<file path="config.mk">
export PLATFORM = sky130hd
export DESIGN_NAME = led_dimmer_multi
export DESIGN_NICKNAME = d
export VERILOG_FILES = /design/src/rtl/led_dimmer_multi.sv
export SDC_FILE = /design/constraint.sdc
export NUM_CORES = 1
export LEC_CHECK = 0
export ABC_AREA = 1
export CORE_ASPECT_RATIO = 0.8
export CORE_MARGIN = 2
export CORE_UTILIZATION = 67
export CTS_CLUSTER_DIAMETER = 200
export DETAILED_ROUTE_END_ITERATION = 12
export PLACE_DENSITY = 0.85
export SKIP_CTS_REPAIR_TIMING = 1
export SYNTH_ARGS = -nofsm -noshare
export SYNTH_HDL_FRONTEND = slang
export SYNTH_SLANG_ARGS = --single-unit
</file>
<file path="constraint.sdc">
create_clock -name clock -period 4.08 [get_ports clock]
set_input_delay 1.224 -clock clock [delete_from_list [all_inputs] [get_ports clock]]
set_output_delay 1.224 -clock clock [all_outputs]
set_load 0.005 [all_outputs]
</file>
<file path="src/rtl/led_dimmer_multi.sv">
`default_nettype none
// ============================================================================
// Module   : led_dimmer_multi
// Purpose  : Multi-channel PWM LED dimmer. A shared prescaled PWM timebase
//            drives CHANNELS LED outputs, each with a double-buffered duty
//            register. Two debounced buttons provide control:
//              buton1 short press -> select next channel
//              buton1 long press  -> toggle master enable
//              buton2 press       -> step duty of selected channel
// Ports    : clock        - system clock, rising edge
//            reset        - synchronous, active-high
//            buton1       - raw async button (select / enable)
//            buton2       - raw async button (duty step)
//            led          - registered PWM outputs, one per channel
//            sel          - currently selected channel index
//            enabled      - master enable (0 forces all led low)
//            period_start - one-cycle pulse on first cycle of each PWM period
// Revision : 1.0 - initial release
// ============================================================================
module led_dimmer_multi #(
    parameter int CHANNELS          = 3,
    parameter int PWM_BITS          = 4,
    parameter int PRESCALE          = 100,
    parameter int DEBOUNCE_CYCLES   = 500_000,
    parameter int LONG_PRESS_CYCLES = 240_000_000,
    parameter int SEL_W             = (CHANNELS > 1) ? $clog2(CHANNELS) : 1
) (
    input  logic                clock,
    input  logic                reset,
    input  logic                buton1,
    input  logic                buton2,
    output logic [CHANNELS-1:0] led,
    output logic [SEL_W-1:0]    sel,
    output logic                enabled,
    output logic                period_start
);

    localparam int DB_W   = (DEBOUNCE_CYCLES > 1) ? $clog2(DEBOUNCE_CYCLES) : 1;
    localparam int PRE_W  = (PRESCALE > 1) ? $clog2(PRESCALE) : 1;
    localparam int HOLD_W = $clog2(LONG_PRESS_CYCLES);

    localparam logic [PWM_BITS-1:0] c_PWM_MAX   = '1;
    localparam logic [DB_W-1:0]     c_DB_LAST   = DB_W'(DEBOUNCE_CYCLES - 1);
    localparam logic [PRE_W-1:0]    c_PRE_LAST  = PRE_W'(PRESCALE - 1);
    localparam logic [HOLD_W-1:0]   c_HOLD_LAST = HOLD_W'(LONG_PRESS_CYCLES - 1);
    localparam logic [SEL_W-1:0]    c_SEL_LAST  = SEL_W'(CHANNELS - 1);

    // ------------------------------------------------------------------
    // Button input path: 2-flop synchroniser followed by a debouncer.
    // Bit 0 = buton1, bit 1 = buton2.
    // ------------------------------------------------------------------
    logic [1:0] w_raw;
    logic [1:0] w_db;
    logic [1:0] w_accept;

    assign w_raw = {buton2, buton1};

    generate
        for (genvar b = 0; b < 2; b++) begin : g_btn
            logic [1:0]      r_sync;
            logic            r_db;
            logic [DB_W-1:0] r_cnt;

            always_ff @(posedge clock) begin
                if (reset) begin
                    r_sync <= '0;
                    r_db   <= 1'b0;
                    r_cnt  <= '0;
                end else begin
                    r_sync <= {r_sync[0], w_raw[b]};
                    if (r_sync[1] != r_db) begin
                        if (r_cnt == c_DB_LAST) begin
                            r_db  <= r_sync[1];
                            r_cnt <= '0;
                        end else begin
                            r_cnt <= r_cnt + DB_W'(1);
                        end
                    end else begin
                        // Bounce back to the accepted level restarts the count
                        r_cnt <= '0;
                    end
                end
            end

            assign w_db[b]     = r_db;
            // High in the cycle whose edge flips the debounced level
            assign w_accept[b] = (r_sync[1] != r_db) && (r_cnt == c_DB_LAST);
        end
    endgenerate

    // Accepted change goes to the opposite of the current debounced level
    logic w_b1_release;
    logic w_b2_press;

    assign w_b1_release = w_accept[0] &  w_db[0];
    assign w_b2_press   = w_accept[1] & ~w_db[1];

    // ------------------------------------------------------------------
    // Shared PWM timebase
    // ------------------------------------------------------------------
    logic [PRE_W-1:0]    r_pre;
    logic [PWM_BITS-1:0] r_pwm_cnt;
    logic                r_period_start;
    logic                w_tick;
    logic                w_wrap;

    assign w_tick = (r_pre == c_PRE_LAST);
    assign w_wrap = w_tick && (r_pwm_cnt == c_PWM_MAX);

    always_ff @(posedge clock) begin
        if (reset) begin
            r_pre          <= '0;
            r_pwm_cnt      <= '0;
            r_period_start <= 1'b0;
        end else begin
            if (w_tick) begin
                r_pre     <= '0;
                r_pwm_cnt <= r_pwm_cnt + PWM_BITS'(1);
            end else begin
                r_pre <= r_pre + PRE_W'(1);
            end
            // Registered so it is high exactly while pwm_cnt=0 and prescaler=0
            r_period_start <= w_wrap;
        end
    end

    // ------------------------------------------------------------------
    // buton1: short press selects next channel, long press toggles enable
    // ------------------------------------------------------------------
    logic [HOLD_W-1:0] r_hold;
    logic              r_long;
    logic [SEL_W-1:0]  r_sel;
    logic              r_enabled;

    always_ff @(posedge clock) begin
        if (reset) begin
            r_hold    <= '0;
            r_long    <= 1'b0;
            r_sel     <= '0;
            r_enabled <= 1'b1;
        end else if (w_b1_release) begin
            if (!r_long) begin
                r_sel <= (r_sel == c_SEL_LAST) ? '0 : r_sel + SEL_W'(1);
            end
            r_long <= 1'b0;
            r_hold <= '0;
        end else if (w_db[0] && !r_long) begin
            // Fires on the LONG_PRESS_CYCLES-th held cycle; the long flag
            // then freezes the counter so the toggle happens only once.
            if (r_hold == c_HOLD_LAST) begin
                r_enabled <= ~r_enabled;
                r_long    <= 1'b1;
            end else begin
                r_hold <= r_hold + HOLD_W'(1);
            end
        end
    end

    // ------------------------------------------------------------------
    // Per-channel double-buffered duty and PWM compare
    // ------------------------------------------------------------------
    logic [CHANNELS-1:0] w_led_next;
    logic [CHANNELS-1:0] r_led;

    generate
        for (genvar i = 0; i < CHANNELS; i++) begin : g_chan
            localparam logic [SEL_W-1:0] c_IDX = SEL_W'(i);

            logic [PWM_BITS-1:0] r_duty_pend;
            logic [PWM_BITS-1:0] r_duty_act;

            always_ff @(posedge clock) begin
                if (reset) begin
                    r_duty_pend <= '0;
                    r_duty_act  <= '0;
                end else begin
                    // Uses the pre-update sel if a select happens on the same edge
                    if (w_b2_press && (r_sel == c_IDX)) begin
                        r_duty_pend <= r_duty_pend + PWM_BITS'(1);
                    end
                    // Reload only at period boundary to avoid mid-period glitches
                    if (w_wrap) begin
                        r_duty_act <= r_duty_pend;
                    end
                end
            end

            assign w_led_next[i] = r_enabled &&
                                   ((r_duty_act == c_PWM_MAX) || (r_pwm_cnt < r_duty_act));
        end
    endgenerate

    always_ff @(posedge clock) begin
        if (reset) begin
            r_led <= '0;
        end else begin
            r_led <= w_led_next;
        end
    end

    assign led          = r_led;
    assign sel          = r_sel;
    assign enabled      = r_enabled;
    assign period_start = r_period_start;

endmodule
`default_nettype wire

</file>
; ---- Yosys cells after proc, flatten, opt, wreduce, memory -nomap -nowiden
; Cells that the tools add are included.
[word_totals]
regBits = 115
input_bits = 4
output_inout_bits = 7
wordCells = 79
[op_classes]
addsub = 9
n_lt_le_gt_ge = 3
eq_ne = 12
muxes = 1
bitwise_logic = 9
reduce_logical = 25
[op_table]
columns = operator, count
row1 = adder 19 x 1 -> 19 bit (second input constant), 2
row2 = == test 19 bit (second input constant), 2
row3 = adder 28 x 1 -> 28 bit (second input constant), 1
row4 = == test 28 bit (second input constant), 1
row5 = adder 4 x 1 -> 4 bit (second input constant), 4
row6 = == test 4 bit (second input constant), 4
row7 = < comparator 4 bit, 3
row8 = logical AND 1 bit, 10
row9 = AND reduction 2 bit, 5
row10 = adder 7 x 1 -> 7 bit (second input constant), 1
row11 = == test 7 bit (second input constant), 1
row12 = inverter 1 bit, 7
row13 = OR reduction 3 bit, 2
row14 = OR reduction 2 bit, 2
row15 = logical OR 1 bit, 3
row16 = AND reduction 3 bit, 1
row17 = adder 2 x 1 -> 2 bit (second input constant), 1
row18 = bitwise AND 1 bit, 2
row19 = == test 2 x 1 -> 1 bit (second input constant), 1
row20 = == test 2 bit (second input constant), 1
row21 = zero test 2 bit, 1
row22 = two-way mux 2 bit, 1
row23 = inequality test 1 bit, 2
row24 = zero test 1 bit, 1

; ---- Depth between registers and ports, before layout
; Gate-level depths: netlist of run 1.
[logic_depth]
word_depth = 5
depth_mapped = 13
mapped_depth_nobuf = 12

; ---- Worst setup path before layout of run 1
; OpenSTA, ideal clock, no wires.
[synth_timing]
kind = input to register
startpoint = input port reset
endpoint = register r_hold[10]
setup_ps = 115
arrival_time_ps = 2028
t_required_ps = 3965
slack_ps = 1937
path_stages = 6
path_buffers = 3
cell_sequence = clkbuf_1 inv_1 o21ai_2 buf_4 buf_6 a21oi_2
[synth_between]
elab_chain_cells = 1
[synth_rtl]
columns = item, line
row1 = "start, declared", 29  ; input logic reset,
row2 = OR reduction 2 bit (no source line), --
row3 = "end signal, assigned", 154  ; r_hold <= r_hold + HOLD_W'(1);
row4 = "end, declared", 130  ; logic [HOLD_W-1:0] r_hold;
; Every way passes these cells.
; A chain may end at the register's enable or synchronous reset.

; ---- Worst setup path after layout of run 1
[layout_timing]
startpoint = input port reset
endpoint = register g_btn[1].r_cnt[6]
[layout_between]
elab_chain_cells = 1
[layout_rtl]
columns = item, line
row1 = OR reduction 3 bit (no source line), --
row2 = "end signal, assigned", 76  ; r_cnt <= r_cnt + DB_W'(1);
row3 = "end, declared", 62  ; logic [DB_W-1:0] r_cnt;
; Every way passes these cells.

==> results.json, run 1 <==
{
  "cts_tree": "done",
  "wl_per_cell_um": 14.3,
  "cts_inserted_buffers": 17,
  "vdd_drop_max_v": 0.000345,
  "max_slew.worst_pin.slew_ps": 898,
  "min_path_type": "reg2reg",
  "grt_max_degree": 32,
  "reg2reg_slack_ps": 1650,
  "mostFrequentLayoutCells": "nand2_1 (215), nor2_1 (122), dfxtp_1 (115)",
  "viasPerCell": 5.65,
  "die-height_um": 89.1,
  "dp_cells": 969,
  "path_clk_slew_ps": 60,
  "min_path_cells": 2,
  "yosys.area_share.simple": 0.358,
  "synth_fa_ha_area_frac": 0.0351,
  "core_mm2": 0.00892,
  "synth_edf_count": 0,
  "tns_ps": 0,
  "crit_fanout": 31,
  "slew_headroom": 0.401,
  "crit_path_end": "g_btn[1].r_cnt[6]",
  "final_common_cell": "nand2_1",
  "synth_compound_area_frac": 0.103,
  "rsz0062_at_grt": "false",
  "cp-start-kind": "input port",
  "power_switching_mw": 0.539,
  "cp_num_cells": 7,
  "power_switching_share": 0.195,
  "ant_nets": 0,
  "cap_violations": 0,
  "ios": 11,
  "syn_nets": 880,
  "root_buffer": "clkbuf_16",
  "cp_slowest_cell": "clkdlybuf4s50_1",
  "drc": 0,
  "nNetsFinal": 894,
  "antenna_found_initial": 0,
  "clock_latency_ps": 410,
  "power_leakage_nw": 2.36,
  "grtUsageTotal": 0.304,
  "crit_required_ps": 4370,
  "fp-row-count": 31,
  "drive_gt1_frac": 0.106,
  "grt_pass1_wl_mm": 23.2,
  "grt_use_met2": 0.503,
  "r2r-end": "r_hold[18]",
  "slew_viol_final": 0,
  "endpoint_kind": "register",
  "ys_types": 35,
  "crit_start": "reset",
  "grt-busiest-layer": "met2",
  "grt_use_met1": 0.398,
  "post-route-period-util": 0.678,
  "synth-seq-area-share": 0.380,
  "diodes": 0,
  "vias": 5656,
  "cp.arrival_ps": 3060,
  "status": "complete, no violations",
  "path_buf_inv": 3,
  "finalHoldViolations": 0,
  "synth_mux_area_frac": 0,
  "async_flop_share": 0,
  "met3_usage": 0.0671,
  "grt_overflow": 0,
  "critPathTopFamily": "buffers and inverters",
  "slowest_delay_ps": 580,
  "synth_cells": 859,
  "synth_ff_type": "dfxtp_1",
  "area_growth_pct": 12.6,
  "fmax_mhz": 361,
  "setup_violations": 0,
  "wl_mm": 14.3,
  "avgSynthCellArea_um2": 7.06,
  "first_pass_iters": 6,
  "clkPwrFrac": 0.577,
  "die_w_um": 110,
  "clockBufferDepth": 2,
  "criticalPathCategory": "in2reg",
  "crit_chain": "clkdlybuf4s50_1 -> buf_4 -> nor2_1 -> nand2_1 -> inv_1 -> o21ai_0 -> a21oi_1",
  "start_util": 0.680,
  "r2r_start": "g_btn[0].r_cnt[0]",
  "reg2reg_depth": 9,
  "finalCriticalPeriod_ps": 2770,
  "power_density_mw_per_mm2": 404,
  "die_area_mm2": 0.00983,
  "ys_warn_count": 0,
  "ys_seq_elements": 115,
  "fin_cells": 1001,
  "pwr-share-seq": 0.411,
  "syn_area_mm2": 0.00606,
  "pwr-share-comb": 0.012,
  "cts_max_level": 4,
  "portBuffers": 10,
  "fillers": 648,
  "synth_top_family_by_area": "simple AND/OR/NAND/NOR gates",
  "p_int_mw": 2.22,
  "finClkSkew_ps": 6.54,
  "layout.area.seq_mm2": 0.00230,
  "dp_hpwl_mm": 9.43,
  "synth_xor_area_frac": 0.0462,
  "drtIter0Drc": 553,
  "grt_pass1_vias": 5044,
  "gp_congestion": 0.901,
  "cts.sinks": 115,
  "multi_input_area_mm2": 0.00329
}
## logic make-up after synthesis
logic type	Yosys count
simple gates	485
fa+ha+maj	17
xor+xnor	32
compound gates	105
flops	115
buf+inv	105
## layer usage
metal / wire length (um) / vias to the layer above / part of all wire
li1: - / 2812 / -
met1: 6370 / 2625 / 0.45
met2: 6810 / 196 / 0.48
met3: 890 / 23 / 0.062
met4: 235 / 0 / 0.016
met5: 0 / - / 0
## sequential cells by signal, summed over array words and instances (netlist names), 3 cells and up
signal	cells
led	3
g_chan.r_duty_pend	12
g_chan.r_duty_act	12
g_btn.r_cnt	38
r_hold	28
r_pre	7
r_pwm_cnt	4
g_btn.r_sync	4
## power groups by stage
| stage | sequential (mW) | clock [mW] | combinational, mW |
|---|---|---|---|
| 4_1_cts | 1.13 | 1.60 | 0.0336 |
| 6_report | 1.13 | 1.59 | 0.0339 |
| 2_1_floorplan | 1.16 | 0 | 0.0256 |
| 5_1_grt | 1.13 | 1.65 | 0.0381 |
| 3_5_place_dp | 1.16 | 0 | 0.0328 |
| 3_3_place_gp | 1.16 | 0 | 0.0315 |
## worst min path at each step
stage	slack, ps	endpoint	startpoint
3_3_place_gp	390	g_btn[0].r_sync[1]	g_btn[0].r_sync[0]
6_report	410	g_btn[0].r_sync[1]	g_btn[0].r_sync[0]
5_1_grt	430	g_btn[0].r_sync[1]	g_btn[0].r_sync[0]
3_5_place_dp	410	g_btn[0].r_sync[1]	g_btn[0].r_sync[0]
4_1_cts	400	g_btn[0].r_sync[1]	g_btn[0].r_sync[0]
2_1_floorplan	390	g_btn[0].r_sync[1]	g_btn[0].r_sync[0]
## Yosys cell counts (3+ instances only)
| cell type | number | share of area |
|---|---|---|
| o211ai_1 | 3 | 0.0037 |
| or2_2 | 3 | 0.0031 |
| o21ai_0 | 13 | 0.011 |
| buf_2 | 3 | 0.0025 |
| nand2_1 | 215 | 0.13 |
| xnor2_1 | 9 | 0.013 |
| a21oi_1 | 63 | 0.052 |
| nor3b_1 | 4 | 0.0050 |
| nand3_1 | 49 | 0.040 |
| ha_1 | 17 | 0.035 |
| nor2_1 | 122 | 0.076 |
| a21boi_0 | 3 | 0.0037 |
| nand2_2 | 21 | 0.022 |
| nand3b_1 | 8 | 0.0099 |
| nor2_2 | 4 | 0.0041 |
| a21oi_2 | 20 | 0.029 |
| nor3_1 | 17 | 0.014 |
| inv_1 | 83 | 0.051 |
| xor2_1 | 23 | 0.033 |
| dfxtp_1 | 115 | 0.38 |
| buf_6 | 4 | 0.0074 |
| nor2_4 | 3 | 0.0056 |
| clkbuf_1 | 7 | 0.0043 |
| nand4_1 | 34 | 0.035 |
## per-stage QoR
stage,hold slack [ps],util,power (mW),setup slack (ps),instance area [um2]
after floorplan,388,-,1.18,1940,6060
after global placement,393,0.694,1.19,1030,6190
after detailed placement,406,0.694,1.19,927,6190
after CTS,405,0.765,2.77,1360,6830
after global routing,428,0.765,2.83,1170,6830
final,406,0.765,2.76,1310,6830
## final cells by class
class                           count  area share
Multi-Input combinational cell    639       0.482
Sequential cell                   115       0.337
Clock buffer                       23      0.0715
Inverter                           87      0.0486
Clock inverter                      9      0.0220
Tap cell                          115      0.0211
Timing Repair Buffer               13      0.0180
## tightest hold or removal path, cell delays in order, from the launching register on
cell and delay (ps):
dfxtp_1 290, inv_1 50, nor2_1 30
No activity file was read; power rests on OpenSTA's default activity.
==> run 2: changes to the inputs <==
--- a/config.mk
+++ b/config.mk
@@ -8,10 +8,10 @@
 export ABC_AREA = 1
 export CORE_ASPECT_RATIO = 0.8
 export CORE_MARGIN = 2
-export CORE_UTILIZATION = 67
+export CORE_UTILIZATION = 63
 export CTS_CLUSTER_DIAMETER = 200
 export DETAILED_ROUTE_END_ITERATION = 12
-export PLACE_DENSITY = 0.85
+export PLACE_DENSITY = 0.8
 export SKIP_CTS_REPAIR_TIMING = 1
 export SYNTH_ARGS = -nofsm -noshare
 export SYNTH_HDL_FRONTEND = slang
==> constraint.sdc (replaced) <==
create_clock -name clock -period 2.79 [get_ports clock]
set_input_delay 0.837 -clock clock [delete_from_list [all_inputs] [get_ports clock]]
set_output_delay 0.837 -clock clock [all_outputs]
set_load 0.005 [all_outputs]
==> results.json, run 2 (synthesis results as in run 1) <==
{
  "status": "complete, no violations",
  "drive_gt1_frac": 0.111,
  "ios": 11,
  "area_growth_pct": 13.4,
  "critPathTopFamily": "compound AO/OA/AOI/OAI gates",
  "start_util": 0.659,
  "wl_mm": 13.3,
  "cts_inserted_buffers": 17,
  "slew_headroom": 0.418,
  "fin_util": 0.748,
  "hold_ws_ps": 402,
  "vdd_drop_max_v": 0.000810,
  "largest_reg_flops": 38,
  "cts.sinks": 115,
  "design_area_mm2": 0.00687,
  "grt_pass1_vias": 5303,
  "cts_max_level": 4,
  "layout.area.seq_mm2": 0.00230,
  "finalCriticalPeriod_ps": 2270,
  "largest-register": "g_btn.r_cnt",
  "finalHoldViolations": 0,
  "max_slew.worst_pin.slew_ps": 872,
  "mostFrequentLayoutCells": "nand2_1 (215), nor2_1 (122), dfxtp_1 (115)",
  "crit_fanout": 15,
  "crit_required_ps": 3090,
  "vias": 5586,
  "endpoint_kind": "register",
  "slew_viol_final": 0,
  "clock_latency_ps": 410,
  "root_buffer": "clkbuf_16",
  "top_regs": "g_btn.r_cnt: 38 flops, r_hold: 28 flops",
  "nNetsFinal": 899,
  "multi_input_area_mm2": 0.00329,
  "core_mm2": 0.00919,
  "dp_hpwl_mm": 9.25,
  "tns_ps": 0,
  "drtIter0Drc": 362,
  "min_path_type": "reg2reg",
  "cap_violations": 0,
  "path_clk_slew_ps": 50,
  "fp-row-count": 31,
  "portBuffers": 10,
  "finClkSkew_ps": 6.87,
  "power_density_mw_per_mm2": 588,
  "crit_chain": "ha_1 -> nand2_1 -> nor2_4 -> inv_2 -> nor2_2 -> nand3_2 -> o21ai_2 -> buf_12 -> a21oi_2",
  "die_area_mm2": 0.0104,
  "grt_max_degree": 29,
  "wl_per_cell_um": 13.2,
  "gp_congestion": 0.922,
  "place_area_mm2": 0.00624,
  "first_pass_iters": 7,
  "finalPower_mw": 4.04,
  "rsz0062_at_grt": "false",
  "grt_pass1_wl_mm": 23.5,
  "fillers": 711,
  "post-route-period-util": 0.812,
  "ant_nets": 0,
  "die-height_um": 91.7,
  "cp.arrival_ps": 2570,
  "path_buf_inv": 2,
  "diodes": 0,
  "viasPerCell": 5.56,
  "fmax_mhz": 441,
  "cts_tree": "done",
  "power_leakage_nw": 2.39,
  "clockBufferDepth": 2,
  "slowest_delay_ps": 690,
  "grtUsageTotal": 0.276,
  "criticalPathCategory": "reg2reg",
  "cp-start-kind": "register",
  "setup_violations": 0,
  "grt_overflow": 0,
  "drc": 0,
  "final_common_cell": "nand2_1",
  "antenna_found_initial": 0,
  "cp_slowest_cell": "o21ai_2",
  "die_w_um": 114
}
==> run 2: final timing paths <==
kind | start | depth (start not counted) | slack, ps | end
setup / recovery | g_btn[0].r_cnt[0] | 9 | 520 | r_hold[19]
hold reg to reg | g_btn[1].r_sync[0] | 2 | 400 | g_btn[1].r_sync[1]
setup reg to reg | g_btn[0].r_cnt[0] | 9 | 520 | r_hold[19]
hold / removal | g_btn[1].r_sync[0] | 2 | 400 | g_btn[1].r_sync[1]
==> run 2: final cells by class <==
class	instances	area share
clock inverter	9	0.0220
multi-input combinational	639	0.478
timing repair buffer	18	0.0251
sequential	115	0.335
inverter	87	0.0482
clock buffer	22	0.0705
tap	115	0.0209
==> run 2: through the flow <==
stage | worst slack [ps] | instances
after global placement | 508 | 974
final | 524 | 1005
after detailed placement | 475 | 974
after global routing | 316 | 1005
after floorplan | 1030 | 859
after CTS | 492 | 1005
==> run 2: worst reg2reg max path, stage by stage (launching register included) <==
cell and delay (ps):
dfxtp_1 370, ha_1 190, nand2_1 110, nor2_4 180, inv_2 70, nor2_2 120
nand3_2 130, o21ai_2 700, buf_12 260, a21oi_2 50
==> run 2: report_power, final <==
group	switching [mW]	total (mW)	internal, mW	leakage, nW
Combinational	0.0371	0.0562	0.0190	1.15
Clock	0.746	2.33	1.58	0.312
Sequential	0.00552	1.66	1.65	0.927
Total	0.789	4.04	3.25	2.39
==> run 2: metal layers <==
metal / track usage / share of wire / wire (um)
met2: 0.444 / 0.46 / 6110
met5: 0 / 0 / 0
met3: 0.0601 / 0.060 / 801
met4: 0.107 / 0.018 / 235
met1: 0.364 / 0.46 / 6110
